**src/rtl/v_rams_sp_gen_pkg.sv**
```systemverilog
// ----------------------------------------------------------------------------
// rams_pkg
// Shared definitions for the single-port RAM template family:
//   - read-during-write mode constants (RAM_WRITE_FIRST / READ_FIRST / NO_CHANGE)
//   - clear-sequencer state type ram_clr_state_t {CLEAR, READY}
//   - mode_is_valid(): constant helper used by the elaboration check
// ----------------------------------------------------------------------------
package rams_pkg;

   localparam logic [1:0] RAM_WRITE_FIRST = 2'd0;
   localparam logic [1:0] RAM_READ_FIRST  = 2'd1;
   localparam logic [1:0] RAM_NO_CHANGE   = 2'd2;

   typedef enum logic {
      CLEAR = 1'b0,
      READY = 1'b1
   } ram_clr_state_t;

   // True for the three supported read-during-write modes.
   function automatic logic mode_is_valid(input logic [1:0] mode);
      return (mode == RAM_WRITE_FIRST) ||
             (mode == RAM_READ_FIRST)  ||
             (mode == RAM_NO_CHANGE);
   endfunction

endpackage

```
**src/rtl/v_rams_sp_gen_if.sv**
```systemverilog
// ----------------------------------------------------------------------------
// v_rams_sp_gen_if
// User access port of the single-port RAM.
//   en       : access enable (ignored while busy)
//   we       : per-lane write enable, NB_COL bits
//   addr     : word address, ADDR_W bits
//   di       : write data, DATA_W bits
//   dout     : read data, DATA_W bits ("do" is a SystemVerilog keyword)
//   do_valid : one-cycle strobe marking new dout
//   busy     : high while the post-reset clear sequencer runs
// Modports: master = requester side, slave = RAM side.
// ----------------------------------------------------------------------------
interface v_rams_sp_gen_if #(
   parameter int DATA_W = 16,
   parameter int NB_COL = 2,
   parameter int ADDR_W = 6
) ();

   logic                en;
   logic [NB_COL-1:0]   we;
   logic [ADDR_W-1:0]   addr;
   logic [DATA_W-1:0]   di;
   logic [DATA_W-1:0]   dout;
   logic                do_valid;
   logic                busy;

   modport master (
      output en, we, addr, di,
      input  dout, do_valid, busy
   );

   modport slave (
      input  en, we, addr, di,
      output dout, do_valid, busy
   );

endinterface

```
**src/rtl/v_rams_sp_gen_clr.sv**
```systemverilog
// ----------------------------------------------------------------------------
// v_rams_sp_clr
// Post-reset memory-clear sequencer. After rst deasserts it walks the clear
// counter from 0 to DEPTH-1, one word per cycle, then parks in READY until the
// next rst. busy falls on the edge that writes the last word, so busy is high
// for exactly DEPTH cycles.
//   clk, rst  : clock, asynchronous active-high reset
//   busy      : sequencer running
//   clr_we    : write strobe for the array port while clearing
//   clr_addr  : address being cleared
// ----------------------------------------------------------------------------
module v_rams_sp_clr
   import rams_pkg::*;
#(
   parameter int DEPTH  = 64,
   parameter int ADDR_W = $clog2(DEPTH)
) (
   input  logic              clk,
   input  logic              rst,
   output logic              busy,
   output logic              clr_we,
   output logic [ADDR_W-1:0] clr_addr
);

   localparam logic [ADDR_W-1:0] LAST_ADDR = ADDR_W'(DEPTH - 1);
   localparam logic [ADDR_W-1:0] ZERO_ADDR = {ADDR_W{1'b0}};

   ram_clr_state_t    state_q;
   logic [ADDR_W-1:0] cnt_q;
   logic              busy_q;

   // Clear FSM: counter, state and registered busy flag.
   always_ff @(posedge clk or posedge rst) begin
      if (rst) begin
         state_q <= CLEAR;
         cnt_q   <= ZERO_ADDR;
         busy_q  <= 1'b1;
      end else begin
         case (state_q)
            CLEAR: begin
               if (cnt_q == LAST_ADDR) begin
                  state_q <= READY;
                  cnt_q   <= ZERO_ADDR;
                  busy_q  <= 1'b0;
               end else begin
                  state_q <= CLEAR;
                  cnt_q   <= cnt_q + ADDR_W'(1);
                  busy_q  <= 1'b1;
               end
            end
            READY: begin
               state_q <= READY;
               cnt_q   <= ZERO_ADDR;
               busy_q  <= 1'b0;
            end
            default: begin
               state_q <= CLEAR;
               cnt_q   <= ZERO_ADDR;
               busy_q  <= 1'b1;
            end
         endcase
      end
   end

   // busy_q is high exactly while the FSM is in CLEAR.
   assign busy     = busy_q;
   assign clr_we   = busy_q;
   assign clr_addr = cnt_q;

endmodule

```
**src/rtl/v_rams_sp_gen.sv**
```systemverilog
// ----------------------------------------------------------------------------
// v_rams_sp_gen
// Parametrised single-port block RAM with per-lane write enables, selectable
// read-during-write MODE, a read-valid strobe and a post-reset clear sequencer.
//   clk  : clock (rising edge)
//   rst  : asynchronous active-high reset (sequencer and output flags only;
//          the array itself is only zeroed by the sequencer)
//   bus  : v_rams_sp_gen_if.slave (en, we, addr, di, dout, do_valid, busy)
// Optional feature macro: RAMS_SP_OUTREG_EN adds one output register stage
// (read latency 2 instead of 1, do_valid delayed by the same stage).
// ----------------------------------------------------------------------------
module v_rams_sp_gen
   import rams_pkg::*;
#(
   parameter int         DATA_W = 16,
   parameter int         COL_W  = 8,
   parameter int         NB_COL = 2,
   parameter int         DEPTH  = 64,
   parameter int         ADDR_W = $clog2(DEPTH),
   parameter logic [1:0] MODE   = RAM_WRITE_FIRST
) (
   input  logic          clk,
   input  logic          rst,
   v_rams_sp_gen_if.slave bus
);

   // Configuration sanity check at elaboration.
   generate
      if ((DATA_W != NB_COL * COL_W) || !mode_is_valid(MODE) || (DEPTH < 2)) begin : g_cfg_err
         $error("v_rams_sp_gen: DATA_W must equal NB_COL*COL_W, MODE must be valid, DEPTH >= 2");
      end
   endgenerate

   localparam logic [DATA_W-1:0] ZERO_WORD = {DATA_W{1'b0}};
   localparam logic [NB_COL-1:0] NO_LANES  = {NB_COL{1'b0}};
   localparam logic [NB_COL-1:0] ALL_LANES = {NB_COL{1'b1}};

   logic              busy_s;
   logic              clr_we_s;
   logic [ADDR_W-1:0] clr_addr_s;

   v_rams_sp_clr #(
      .DEPTH  (DEPTH),
      .ADDR_W (ADDR_W)
   ) u_clr (
      .clk      (clk),
      .rst      (rst),
      .busy     (busy_s),
      .clr_we   (clr_we_s),
      .clr_addr (clr_addr_s)
   );

   logic [DATA_W-1:0] mem [DEPTH];

   logic              acc_s;
   logic              in_range_s;
   logic              upd_s;
   logic              rd_load_s;
   logic              port_en_s;
   logic [NB_COL-1:0] port_we_s;
   logic [ADDR_W-1:0] port_addr_s;
   logic [DATA_W-1:0] port_di_s;
   logic [DATA_W-1:0] old_s;
   logic [DATA_W-1:0] merged_s;
   logic [DATA_W-1:0] rd_word_s;

   logic [DATA_W-1:0] rd_q;
   logic              valid_q, valid_d;
   logic              mask_q,  mask_d;
   logic [DATA_W-1:0] dout1_s;

   // Access qualification and dout update decision.
   always_comb begin
      acc_s      = bus.en & ~busy_s;
      in_range_s = (32'(bus.addr) < 32'(DEPTH));
      if (!acc_s) begin
         upd_s = 1'b0;
      end else if (!in_range_s) begin
         // Out-of-range: write dropped, dout forced to zero but still strobed.
         upd_s = 1'b1;
      end else if ((MODE == RAM_NO_CHANGE) && (|bus.we)) begin
         upd_s = 1'b0;
      end else begin
         upd_s = 1'b1;
      end
      rd_load_s = upd_s & in_range_s;
   end

   // Single array port: the clear sequencer owns it while busy, else the user.
   always_comb begin
      if (clr_we_s) begin
         port_en_s   = 1'b1;
         port_we_s   = ALL_LANES;
         port_addr_s = clr_addr_s;
         port_di_s   = ZERO_WORD;
      end else begin
         port_en_s   = acc_s & in_range_s;
         port_we_s   = (acc_s & in_range_s) ? bus.we : NO_LANES;
         port_addr_s = bus.addr;
         port_di_s   = bus.di;
      end
   end

   // Read word selection: merged (write-first) or pre-write (read-first) word.
   always_comb begin
      old_s    = mem[bus.addr];
      merged_s = old_s;
      for (int i = 0; i < NB_COL; i++) begin
         if (bus.we[i]) begin
            merged_s[i*COL_W +: COL_W] = bus.di[i*COL_W +: COL_W];
         end else begin
            merged_s[i*COL_W +: COL_W] = old_s[i*COL_W +: COL_W];
         end
      end
      if (MODE == RAM_READ_FIRST) begin
         rd_word_s = old_s;
      end else begin
         rd_word_s = merged_s;
      end
   end

   // Memory array and its read register; no reset so block RAM is inferred.
   always_ff @(posedge clk) begin
      if (port_en_s) begin
         for (int i = 0; i < NB_COL; i++) begin
            if (port_we_s[i]) begin
               mem[port_addr_s][i*COL_W +: COL_W] <= port_di_s[i*COL_W +: COL_W];
            end
         end
      end
      if (rd_load_s) begin
         rd_q <= rd_word_s;
      end
   end

   // Next-state for the valid strobe and the zero mask. The mask stands in
   // for a reset on rd_q: it forces dout to 0 after reset and on out-of-range.
   always_comb begin
      valid_d = upd_s;
      if (upd_s) begin
         mask_d = ~in_range_s;
      end else begin
         mask_d = mask_q;
      end
   end

   // Output flags with asynchronous reset; rst kills do_valid immediately.
   always_ff @(posedge clk or posedge rst) begin
      if (rst) begin
         valid_q <= 1'b0;
         mask_q  <= 1'b1;
      end else begin
         valid_q <= valid_d;
         mask_q  <= mask_d;
      end
   end

   assign dout1_s = mask_q ? ZERO_WORD : rd_q;

`ifdef RAMS_SP_OUTREG_EN
   logic [DATA_W-1:0] out_q, out_d;
   logic              out_v_q, out_v_d;

   // Extra output stage: captures only when stage 1 carries new data.
   always_comb begin
      out_v_d = valid_q;
      if (valid_q) begin
         out_d = dout1_s;
      end else begin
         out_d = out_q;
      end
   end

   // Output stage registers.
   always_ff @(posedge clk or posedge rst) begin
      if (rst) begin
         out_q   <= ZERO_WORD;
         out_v_q <= 1'b0;
      end else begin
         out_q   <= out_d;
         out_v_q <= out_v_d;
      end
   end

   assign bus.dout     = out_q;
   assign bus.do_valid = out_v_q;
`else
   assign bus.dout     = dout1_s;
   assign bus.do_valid = valid_q;
`endif

   assign bus.busy = busy_s;

endmodule

```
**src/flat_wrapper.sv**
```systemverilog
// flat-port wrapper written by rule: the top's interface ports become plain ports
module v_rams_sp_gen_flat import rams_pkg::*;
#(
   parameter int         DATA_W = 16,
   parameter int         COL_W  = 8,
   parameter int         NB_COL = 2,
   parameter int         DEPTH  = 64,
   parameter int         ADDR_W = $clog2(DEPTH),
   parameter logic [1:0] MODE   = RAM_WRITE_FIRST
)
  (clk, rst, bus_en, bus_we, bus_addr, bus_di, bus_dout, bus_do_valid, bus_busy);
  v_rams_sp_gen_if #(.DATA_W(DATA_W), .NB_COL(NB_COL), .ADDR_W(ADDR_W)) bus_i ();
  input  logic clk;
  input  logic rst;
  input wire logic [$bits(bus_i.en)-1:0] bus_en;
  input wire logic [$bits(bus_i.we)-1:0] bus_we;
  input wire logic [$bits(bus_i.addr)-1:0] bus_addr;
  input wire logic [$bits(bus_i.di)-1:0] bus_di;
  output wire logic [$bits(bus_i.dout)-1:0] bus_dout;
  output wire logic [$bits(bus_i.do_valid)-1:0] bus_do_valid;
  output wire logic [$bits(bus_i.busy)-1:0] bus_busy;
  assign bus_i.en = bus_en;
  assign bus_i.we = bus_we;
  assign bus_i.addr = bus_addr;
  assign bus_i.di = bus_di;
  assign bus_dout = bus_i.dout;
  assign bus_do_valid = bus_i.do_valid;
  assign bus_busy = bus_i.busy;
  v_rams_sp_gen #(.DATA_W(DATA_W), .COL_W(COL_W), .NB_COL(NB_COL), .DEPTH(DEPTH), .ADDR_W(ADDR_W), .MODE(MODE)) u_core (.clk(clk), .rst(rst), .bus(bus_i));
endmodule
```
**config.mk**
```make
export PLATFORM = sky130hd
export DESIGN_NAME = v_rams_sp_gen_flat
export DESIGN_NICKNAME = d
export VERILOG_FILES = /design/src/rtl/v_rams_sp_gen_pkg.sv /design/src/rtl/v_rams_sp_gen_if.sv /design/src/rtl/v_rams_sp_gen_clr.sv /design/src/rtl/v_rams_sp_gen.sv /design/src/flat_wrapper.sv
export SDC_FILE = /design/constraint.sdc
export NUM_CORES = 1
export LEC_CHECK = 0
export CELL_PAD_IN_SITES_DETAIL_PLACEMENT = 0
export CELL_PAD_IN_SITES_GLOBAL_PLACEMENT = 1
export CORE_ASPECT_RATIO = 1.75
export CORE_MARGIN = 5
export CORE_UTILIZATION = 40
export CTS_CLUSTER_SIZE = 14
export DETAILED_ROUTE_END_ITERATION = 10
export HOLD_SLACK_MARGIN = 0.06
export MAX_ROUTING_LAYER = met4
export PLACE_DENSITY = 0.62
export SLEW_MARGIN = 25
export SYNTH_ARGS = -nofsm -noshare
export SYNTH_HDL_FRONTEND = slang
export SYNTH_SLANG_ARGS = --single-unit
```
**constraint.sdc**
```tcl
create_clock -name clk -period 4 [get_ports clk]
set_clock_uncertainty 0.2 [all_clocks]
set_input_delay 0.8 -clock clk [delete_from_list [all_inputs] [get_ports clk]]
set_output_delay 0.8 -clock clk [all_outputs]
set_load 0.01 [all_outputs]
```
# Yosys cells after proc, flatten, opt, wreduce, memory -nomap -nowiden
# Memory sizes are Yosys's and may differ from the RTL's. A register that Yosys moved wholly into a read port is not among the register bits.
# Cells that the tools add are included.
[op_classes]
bitwise = 3
n_eq_ne = 1
muxes = 19
n_addsub = 1
[ops]
columns = ["op", "n"]
rows = [
  ["$mux W16", 2],
  ["$mux W6", 2],
  ["$pmux W6 S2", 1],
  ["$mux W1", 10],
  ["$add A6 B1 Y6 const B", 1],
  ["$eq A6 B6 Y1 const B", 1],
  ["$mux W2", 2],
  ["$pmux W1 S2", 2],
  ["$not A1 Y1", 2],
  ["$and A1 B1 Y1", 1],
]
[totals]
in_bits = 27
mem_count = 1
reg_bits = 10
out_inout_bits = 18
mem_bits_rw = 1024
word_cells = 30
[memory_table]
columns = ["memory", "words", "word_bits", "rd", "rd_ports_with_merged_regs", "write_ports", "line_no", "text"]
rows = [
  ["u_core.mem", 64, 16, 1, 1, 1, "v_rams_sp_gen.sv:53", "logic [DATA_W-1:0] mem [DEPTH];"],
]

# Depth between registers and ports, before layout
# Gate-level depths: netlist of the first run.
[depth]
word_depth = 7
depth_mapped = 9
ltp_nobuf = 5

# Cells and area by module
# From an unflattened synthesis of the first run, not the netlist that was laid out.
[hier_totals]
cells_unflattened = 2144
hier_area_um2 = 41149.5
[modules_own_cells]
columns = ["mod", "seq_area_each_um2", "n_inst", "area_per_inst_um2", "cells_per_inst"]
rows = [
  ["v_rams_sp_gen", 31281.3, 1, 40816.6, 2114],
  ["v_rams_sp_clr", 201.4, 1, 332.8, 30],
]

# Worst setup path after synthesis of the first run
# Ideal clock, no wire load.
[synth_timing]
path_kind = "input -> register"
start = "input port bus_en"
end = "memory u_core.mem[58][0], enable pin"
arrival_ps = 2831
cell_stages = 5
slack_ps = 599
t_required_ps = 3430
setup_ps = 370
path_buffers = 0
path_cell_list = "nor2b_1 > nand2_1 > o21ai_0 > nand2_1 > nor2_1"
[synth_via]
elab_chain_cells = 6
elab_cells_between_ends = 7
classes_between = "mux: 6; bitwise: 1"
[synth_rtl]
columns = ["element", "line_no", "text"]
rows = [
  ["from (decl)", "flat_wrapper.sv:15", "input wire logic [$bits(bus_i.en)-1:0] bus_en;"],
  ["$and A1 B1 Y1 *", "v_rams_sp_gen.sv:74", "acc_s = bus.en & ~busy_s;"],
  ["$mux W2", "v_rams_sp_gen.sv:98", "port_we_s = (acc_s & in_range_s) ? bus.we : NO_LANES;"],
  ["$mux W2", "v_rams_sp_gen.sv:91", "if (clr_we_s) begin"],
  ["$mux W1", "v_rams_sp_gen.sv:126", "if (port_we_s[i]) begin"],
  ["$mux W1 *", "v_rams_sp_gen.sv:124", "if (port_en_s) begin"],
  ["$mux W1 (implied by the code) *", "v_rams_sp_gen.sv:127", "mem[port_addr_s][i*COL_W +: COL_W] <= port_di_s[i*COL_W +: COL_W];"],
  ["to (decl)", "v_rams_sp_gen.sv:53", ""],
]
# Every way passes the cells marked *; elsewhere a longest branch is shown, timed or not.

# Worst setup path in the final report of the first run
[layout_timing]
start = "register u_core.u_clr.busy_q (netlist: u_core.u_clr.busy)"
end = "output port bus_busy"
[layout_rtl]
columns = ["element", "line_no", "text"]
rows = [
  ["from (decl)", "v_rams_sp_gen_clr.sv:30", "logic busy_q;"],
  ["from (signal assigned)", "v_rams_sp_gen_clr.sv:37", "busy_q <= 1'b1;"],
  ["from (signal assigned)", "v_rams_sp_gen_clr.sv:44", "busy_q <= 1'b0;"],
  ["from (signal assigned)", "v_rams_sp_gen_clr.sv:48", "busy_q <= 1'b1;"],
  ["to (decl)", "flat_wrapper.sv:21", "output wire logic [$bits(bus_i.busy)-1:0] bus_busy;"],
]
# No word-level cell between the ends.

==> results.py, run 1 <==
metrics = {
    "job": {
        "cap_violations": 0,
    },
    "routing": {
        "vias": 21663,
        "routedWlPerCell_um": 30.3,
        "dr.pass1.iters": 5,
        "drtAntennaViolNets": 0,
        "post-route-drc-count": 0,
        "drt_iter0_drc": 1933,
        "wl_um": 117000,
        "vias_per_cell": 5.64,
    },
    "pwr": {
        "p_seq_frac": 0.566,
        "p_clk_frac": 0.399,
        "power_switching_mw": 4.30,
        "p_per_area_nw_per_um2": 438,
        "p_leak_nw": 13.7,
        "vdd_drop_max_mv": 0.286,
        "p_sw_frac": 0.204,
        "intPower_mw": 16.7,
        "p_comb_frac": 0.035,
    },
    "clock_network": {
        "post_cts_buffers": 0,
        "clock_latency_ns": 0.69,
        "numCtsBuffers": 92,
        "clockBufferDepth": 3,
        "htreeDepth": 3,
        "cts_resized": 0,
        "clockRootBuffer": "clkbuf_16",
        "cts.sinks": 1050,
        "clkTransAtPathRegs_ns": 0.06,
        "cts_tree": "done",
        "cts_hold_buf": 0,
    },
    "timing": {
        "clock.fmax_mhz": 288,
        "post-route-period-util": 0.867,
        "min_period_ns": 3.47,
        "hold_viol": 0,
        "rsz0062_at_grt": "no",
        "fin_tns_setup_ns": 0,
        "tightest_slew_ns": 1.06,
        "setup_viol": 0,
        "slew_headroom": 0.290,
        "slew_viol_final": 0,
    },
    "global_routing": {
        "antenna_found_initial": 1,
        "grt_usage": 0.215,
        "grt_pass1_wl_um": 166000,
        "gr-total-overflow": 0,
        "grt_max_degree": 66,
        "grt_pass1_vias": 23054,
    },
    "worst_hold_path": {
        "hold_path_class": "in2async",
    },
    "logic_synthesis": {
        "synth_area_leader_cell": "edfxtp_1",
        "synth_seq_cells": 1050,
        "syn_inst": 2160,
        "synth_top_flop_cell": "edfxtp_1",
        "syn-num-nets": 2188,
        "netlist_top_cells_area": "edfxtp_1 (75%), mux4_2 (8.2%), mux2_2 (3.3%)",
        "syn_area_um2": 41500,
        "avgSynthCellArea_um2": 19.2,
        "yosysSeqAreaShare": 0.759,
        "synth_edf_count": 1040,
        "ys_warn_count": 0,
        "async_flop_share": 0.00952,
        "ys_types": 62,
        "synth_top_area_share": 0.753,
    },
    "worst_setup_path": {
        "r2r_setup_slack_ns": 0.96,
        "critPathBufInv": 2,
        "critPathArrivalTime_ns": 2.47,
        "worstPathCellList": "buf_4 > clkdlybuf4s50_1",
        "reg2regPathDepth": 5,
        "r2r-start": "u_core.u_clr.busy",
        "cp_slowest_stage_delay_ns": 0.82,
        "setup.worst_path.end_class": "primary output",
        "crit_required_ns": 3.00,
        "cp_max_fo": 21,
        "critPathTopFamily": "buffers and inverters",
        "start_kind": "flip-flop",
        "r2r_end": "u_core.mem[40][14]",
        "slowest_stage": "dfstp_2",
        "crit_type": "reg2out",
    },
    "place": {
        "dpl-instance-area_um2": 45300,
        "dpl.hpwl_um": 81900,
        "io_buffers": 44,
        "gp_congestion": 0.903,
    },
    "final_layout": {
        "antenna_cells": 0,
        "fillCellCount": 8684,
        "mostFrequentLayoutCells": "edfxtp_1 (1040), buf_4 (238), mux4_2 (151), nor2_1 (150), mux2_2 (120)",
        "drive_gt1_frac": 0.272,
        "fin_nets": 2469,
        "area_growth_pct": 15.9,
        "fin_area_um2": 48100,
        "final_common_cell": "edfxtp_1",
    },
    "floorplan": {
        "ios": 45,
        "fp.dieH_um": 436,
        "die_area_um2": 110000,
        "num_rows": 156,
        "start_util": 0.402,
        "core_area_um2": 103000,
        "die_x_um": 253,
    },
    "status": {
        "status": "complete, no violations",
    },
}
logic make-up after synthesis:
kind of cell	count (synthesis)	synth area share
AOI/OAI and AO/OA	256	0.0439
xor gates and xnor gates	9	0.00190
adders and majority gates	1	0.000302
and+or+nand+nor	341	0.0382
buffers and inverters	127	0.0162
muxes	376	0.140
DFF	1050	0.759
worst max path at each step:
stage | startpoint | to | slack (ns) | cells after the start
floorplan | bus_en | u_core.mem[58][0] | 0.60 | 5
global placement | bus_addr[0] | u_core.rd_q[7] | 0.1 | 6
detailed placement | bus_addr[0] | u_core.rd_q[7] | 0.1 | 6
CTS | u_core.mask_q | bus_dout[6] | 0.46 | 2
global route | u_core.u_clr.busy | bus_busy | 0.42 | 2
finish | u_core.u_clr.busy | bus_busy | 0.53 | 2
layout make-up:
type / count / area [um^2] / area share
Clock buffer: 110 / 2410 / 0.0502
Clock inverter: 40 / 309 / 0.00643
Inverter: 9 / 33.8 / 0.000703
Multi-Input combinational cell: 983 / 9430 / 0.196
Sequential cell: 1050 / 31500 / 0.655
Tap cell: 1343 / 1680 / 0.0350
Timing Repair Buffer: 305 / 2700 / 0.0562
sequential cells by signal (all words and copies together) (netlist names):
signal and cells:
u_core.mask_q 1, u_core.u_clr.clr_addr 6, u_core.u_clr.state_q 1, u_core.u_clr.busy 1, u_core.mem 1024, u_core.rd_q 16, u_core.bus.do_valid 1
routing by layer:
metal | part of all wire | GRT usage | vias up
met2 | 0.57 | 0.401 | 695
li1 | - | - | 9328
met1 | 0.34 | 0.232 | 11442
met4 | 0.041 | 0.0792 | 0
met3 | 0.046 | 0.0284 | 198
met5 | 0 | - | -
synthesized netlist by cell type (all sizes together), types with 3 or more instances:
library cell and number:
edfxtp 1040, nor2 152, mux4 151, mux2 121, mux2i 104, buf 85, o22ai 65, nand2 63
nor2b 51, a22oi 43, clkbuf 33, a21oi 28, a211oi 20, nor3 16, a22o 15, o21ai 15
nand3 14, nand2b 11, o31ai 10, a31oi 9, dfrtp 8, o221ai 8, inv 7, nor4 7
xnor2 7, a32o 6, and2 6, a221o 5, a2111oi 4, a211o 4, a221oi 4, a31o 4
nand4 4, o211ai 4, nand3b 3, o311ai 3, o32ai 3, o41a 3, or3b 3, or4 3
worst reg2reg max path, cell delays in order (launching register included):
cell	delay, ns
dfstp_2	0.82
nand2_1	0.14
o22ai_1	0.27
buf_4	0.20
nand2_1	0.19
nor2_1	0.83
power by group through the flow:
stage	combinational, mW	clock (mW)	sequential [mW]
3_3_place_gp	0.734	0	12.1
4_1_cts	0.740	8.59	11.9
2_1_floorplan	0.437	0	12.1
6_report	0.733	8.39	11.9
3_5_place_dp	0.738	0	12.1
5_1_grt	0.768	9.00	11.9
per-stage QoR:
step | utilization | hold WS (ns) | total power, mW | cells | worst slack, ns
after global placement | 0.440 | 0.302 | 12.9 | 3690 | 0.0990
final | 0.466 | 0.271 | 21.0 | 3840 | 0.530
after global routing | 0.466 | 0.268 | 21.7 | 3840 | 0.420
after CTS | 0.466 | 0.233 | 21.2 | 3840 | 0.456
after floorplan | - | 0.262 | 12.6 | 2160 | 0.599
after detailed placement | 0.440 | 0.306 | 12.9 | 3690 | 0.0994
No activity file was read; power rests on OpenSTA's default activity.
==> run 2, diff against run 1 <==
--- a/config.mk
+++ b/config.mk
@@ -12,7 +12,7 @@
 export CORE_UTILIZATION = 40
 export CTS_CLUSTER_SIZE = 14
 export DETAILED_ROUTE_END_ITERATION = 10
-export HOLD_SLACK_MARGIN = 0.06
+export HOLD_SLACK_MARGIN = 0.08
 export MAX_ROUTING_LAYER = met4
 export PLACE_DENSITY = 0.62
 export SLEW_MARGIN = 25
==> results of run 2 <==
Same layout as run 1: the final DEF is identical, and so are final timing and power.
==> run 3, diff against run 2 <==
--- a/config.mk
+++ b/config.mk
@@ -5,10 +5,10 @@
 export SDC_FILE = /design/constraint.sdc
 export NUM_CORES = 1
 export LEC_CHECK = 0
+export CAP_MARGIN = 20
 export CELL_PAD_IN_SITES_DETAIL_PLACEMENT = 0
 export CELL_PAD_IN_SITES_GLOBAL_PLACEMENT = 1
 export CORE_ASPECT_RATIO = 1.75
-export CORE_MARGIN = 5
 export CORE_UTILIZATION = 40
 export CTS_CLUSTER_SIZE = 14
 export DETAILED_ROUTE_END_ITERATION = 10
==> run 3 against run 2 <==
Flip-flop and latch count unchanged. Register-to-register slack improved by 0.06 ns. Fmax increased by 1.8%. Largest cell class unchanged. Highest routed layer unchanged.
==> results.py, run 3 (synthesis gave the netlist of run 1 again) <==
metrics = {
    "final_layout": {
        "fin_area_um2": 48100,
        "largest_reg_flops": 1024,
        "fillCellCount": 8602,
        "multi_input_area_um2": 9430,
        "final_common_cell": "edfxtp_1",
        "mostFrequentLayoutCells": "edfxtp_1 (1040), buf_4 (244), mux4_2 (151), nor2_1 (150), mux2_2 (120)",
        "drive_gt1_frac": 0.273,
        "antenna_cells": 0,
        "final_util": 0.470,
        "area_growth_pct": 16.0,
        "fin_nets": 2474,
        "ff_latch_area_um2": 31500,
        "largest-register": "u_core.mem",
    },
    "routing": {
        "drt_iter0_drc": 1970,
        "vias_per_cell": 5.67,
        "dr.pass1.iters": 5,
        "vias": 21780,
        "post-route-drc-count": 0,
        "drtAntennaViolNets": 0,
        "routedWlPerCell_um": 30.4,
        "wl_um": 117000,
    },
    "clock_network": {
        "cts_hold_buf": 0,
        "cts_resized": 0,
        "clockBufferDepth": 3,
        "clkTransAtPathRegs_ns": 0.06,
        "cts_tree": "done",
        "numCtsBuffers": 93,
        "clock_latency_ns": 0.67,
        "htreeDepth": 3,
        "post_cts_buffers": 0,
        "clockRootBuffer": "clkbuf_16",
        "cts.sinks": 1050,
    },
    "global_routing": {
        "grt_max_degree": 65,
        "antenna_found_initial": 0,
        "grt_pass1_wl_um": 167000,
        "grt_usage": 0.233,
        "gr-total-overflow": 0,
        "grt_pass1_vias": 22932,
    },
    "pwr": {
        "p_sw_frac": 0.203,
        "p_leak_nw": 13.8,
        "vdd_drop_max_mv": 0.305,
        "p_comb_frac": 0.036,
        "p_seq_frac": 0.564,
        "p_clk_frac": 0.400,
        "p_per_area_nw_per_um2": 439,
        "intPower_mw": 16.8,
        "power_switching_mw": 4.28,
    },
    "worst_setup_path": {
        "r2r_end": "u_core.mem[24][10]",
        "start_kind": "primary input",
        "slowest_stage": "nor4_1",
        "cp_max_fo": 52,
        "reg2regPathDepth": 6,
        "r2r_setup_slack_ns": 1.02,
        "crit_required_ns": 4.22,
        "r2r-start": "u_core.u_clr.busy",
        "worstPathCellList": "buf_8 > buf_12 > mux2_2 > o22ai_1 > nor3_1 > buf_4 > nor4_1 > buf_4 > o21ai_0",
        "crit_type": "in2reg",
        "setup.worst_path.end_class": "flip-flop",
        "critPathArrivalTime_ns": 3.63,
        "crit_top_cell": "buf_4",
        "cp_slowest_stage_delay_ns": 0.87,
    },
    "timing": {
        "setup_viol": 0,
        "hold_slack_ns": 0.345,
        "slew_headroom": 0.316,
        "slew_viol_final": 0,
        "min_period_ns": 3.41,
        "fin_tns_setup_ns": 0,
        "post-route-period-util": 0.852,
        "clock.fmax_mhz": 293,
        "hold_viol": 0,
        "rsz0062_at_grt": "no",
        "tightest_slew_ns": 1.02,
    },
    "place": {
        "dpl.hpwl_um": 81800,
        "gp_congestion": 0.891,
        "io_buffers": 44,
        "dpl-instance-area_um2": 45300,
    },
    "floorplan": {
        "ios": 45,
        "core_area_um2": 102000,
        "start_util": 0.405,
        "fp.dieH_um": 428,
        "die_x_um": 245,
        "die_area_um2": 105000,
        "num_rows": 155,
    },
    "job": {
        "cap_violations": 0,
    },
    "worst_hold_path": {
        "hold_depth": 1,
        "worst_hold_path.endpoint": "u_core.u_clr.clr_addr[4]",
        "hold_path_class": "reg2reg",
        "hp-start": "u_core.u_clr.state_q",
    },
    "status": {
        "status": "complete, no violations",
    },
}
## run 3: changes by cell type in the layout (fill, tap and decap cells not counted), sizes merged
cell | before | now
buf | 265 | 269
bufinv | 4 | 3
clkbuf | 110 | 124
clkinv | 32 | 31
clkinvlp | 1 | 2
inv | 12 | 8
## run 3: cell type report
| type | count | share of cell area |
|---|---|---|
| Clock inverter | 35 | 0.00494 |
| Timing Repair Buffer | 309 | 0.0563 |
| Multi-Input combinational cell | 983 | 0.196 |
| Sequential cell | 1050 | 0.655 |
| Tap cell | 1334 | 0.0347 |
| Clock buffer | 124 | 0.0526 |
| Inverter | 9 | 0.000702 |
## run 3: critical path: cells and delay by family
family          cells  cell delay [ns]
buf+inv             4             1.18
compound gates      2             0.26
mux                 1             0.38
simple gates        2             0.94
## run 3: how the worst max path moves through the flow
| stage | start | to | slack, ns | cells after the start |
|---|---|---|---|---|
| after global placement | bus_addr[0] | u_core.rd_q[11] | -0.13 | 9 |
| after global routing | bus_addr[0] | u_core.rd_q[11] | 0.50 | 9 |
| after detailed placement | bus_addr[0] | u_core.rd_q[11] | -0.17 | 9 |
| final | bus_addr[0] | u_core.rd_q[11] | 0.59 | 9 |
| after floorplan | bus_en | u_core.mem[58][0] | 0.60 | 5 |
| after CTS | u_core.mask_q | bus_dout[12] | 0.53 | 2 |
## run 3: metrics by stage
step / worst slack [ns] / cells / power, mW
after floorplan: 0.599 / 2160 / 12.6
after global placement: -0.128 / 3685 / 12.9
after detailed placement: -0.167 / 3685 / 12.9
after CTS: 0.528 / 3844 / 21.3
after global routing: 0.500 / 3844 / 21.6
final: 0.592 / 3844 / 21.1
## run 3: routing by layer
metal  up-vias  GRT usage  part of all wire  wire length, um
met3       160     0.0229             0.041             4780
met2       672      0.416              0.55            64500
li1       9369          -                 -                -
met5         -          -                 0                0
met1     11579      0.262              0.36            42300
met4         0      0.103             0.046             5340
## run 3: power groups by stage
stage	logic, mW	clock network (mW)	registers, mW
floorplan	0.437	0	12.1
global route	0.788	8.95	11.9
finish	0.757	8.44	11.9
CTS	0.762	8.59	11.9
detailed placement	0.760	0	12.1
global placement	0.756	0	12.1
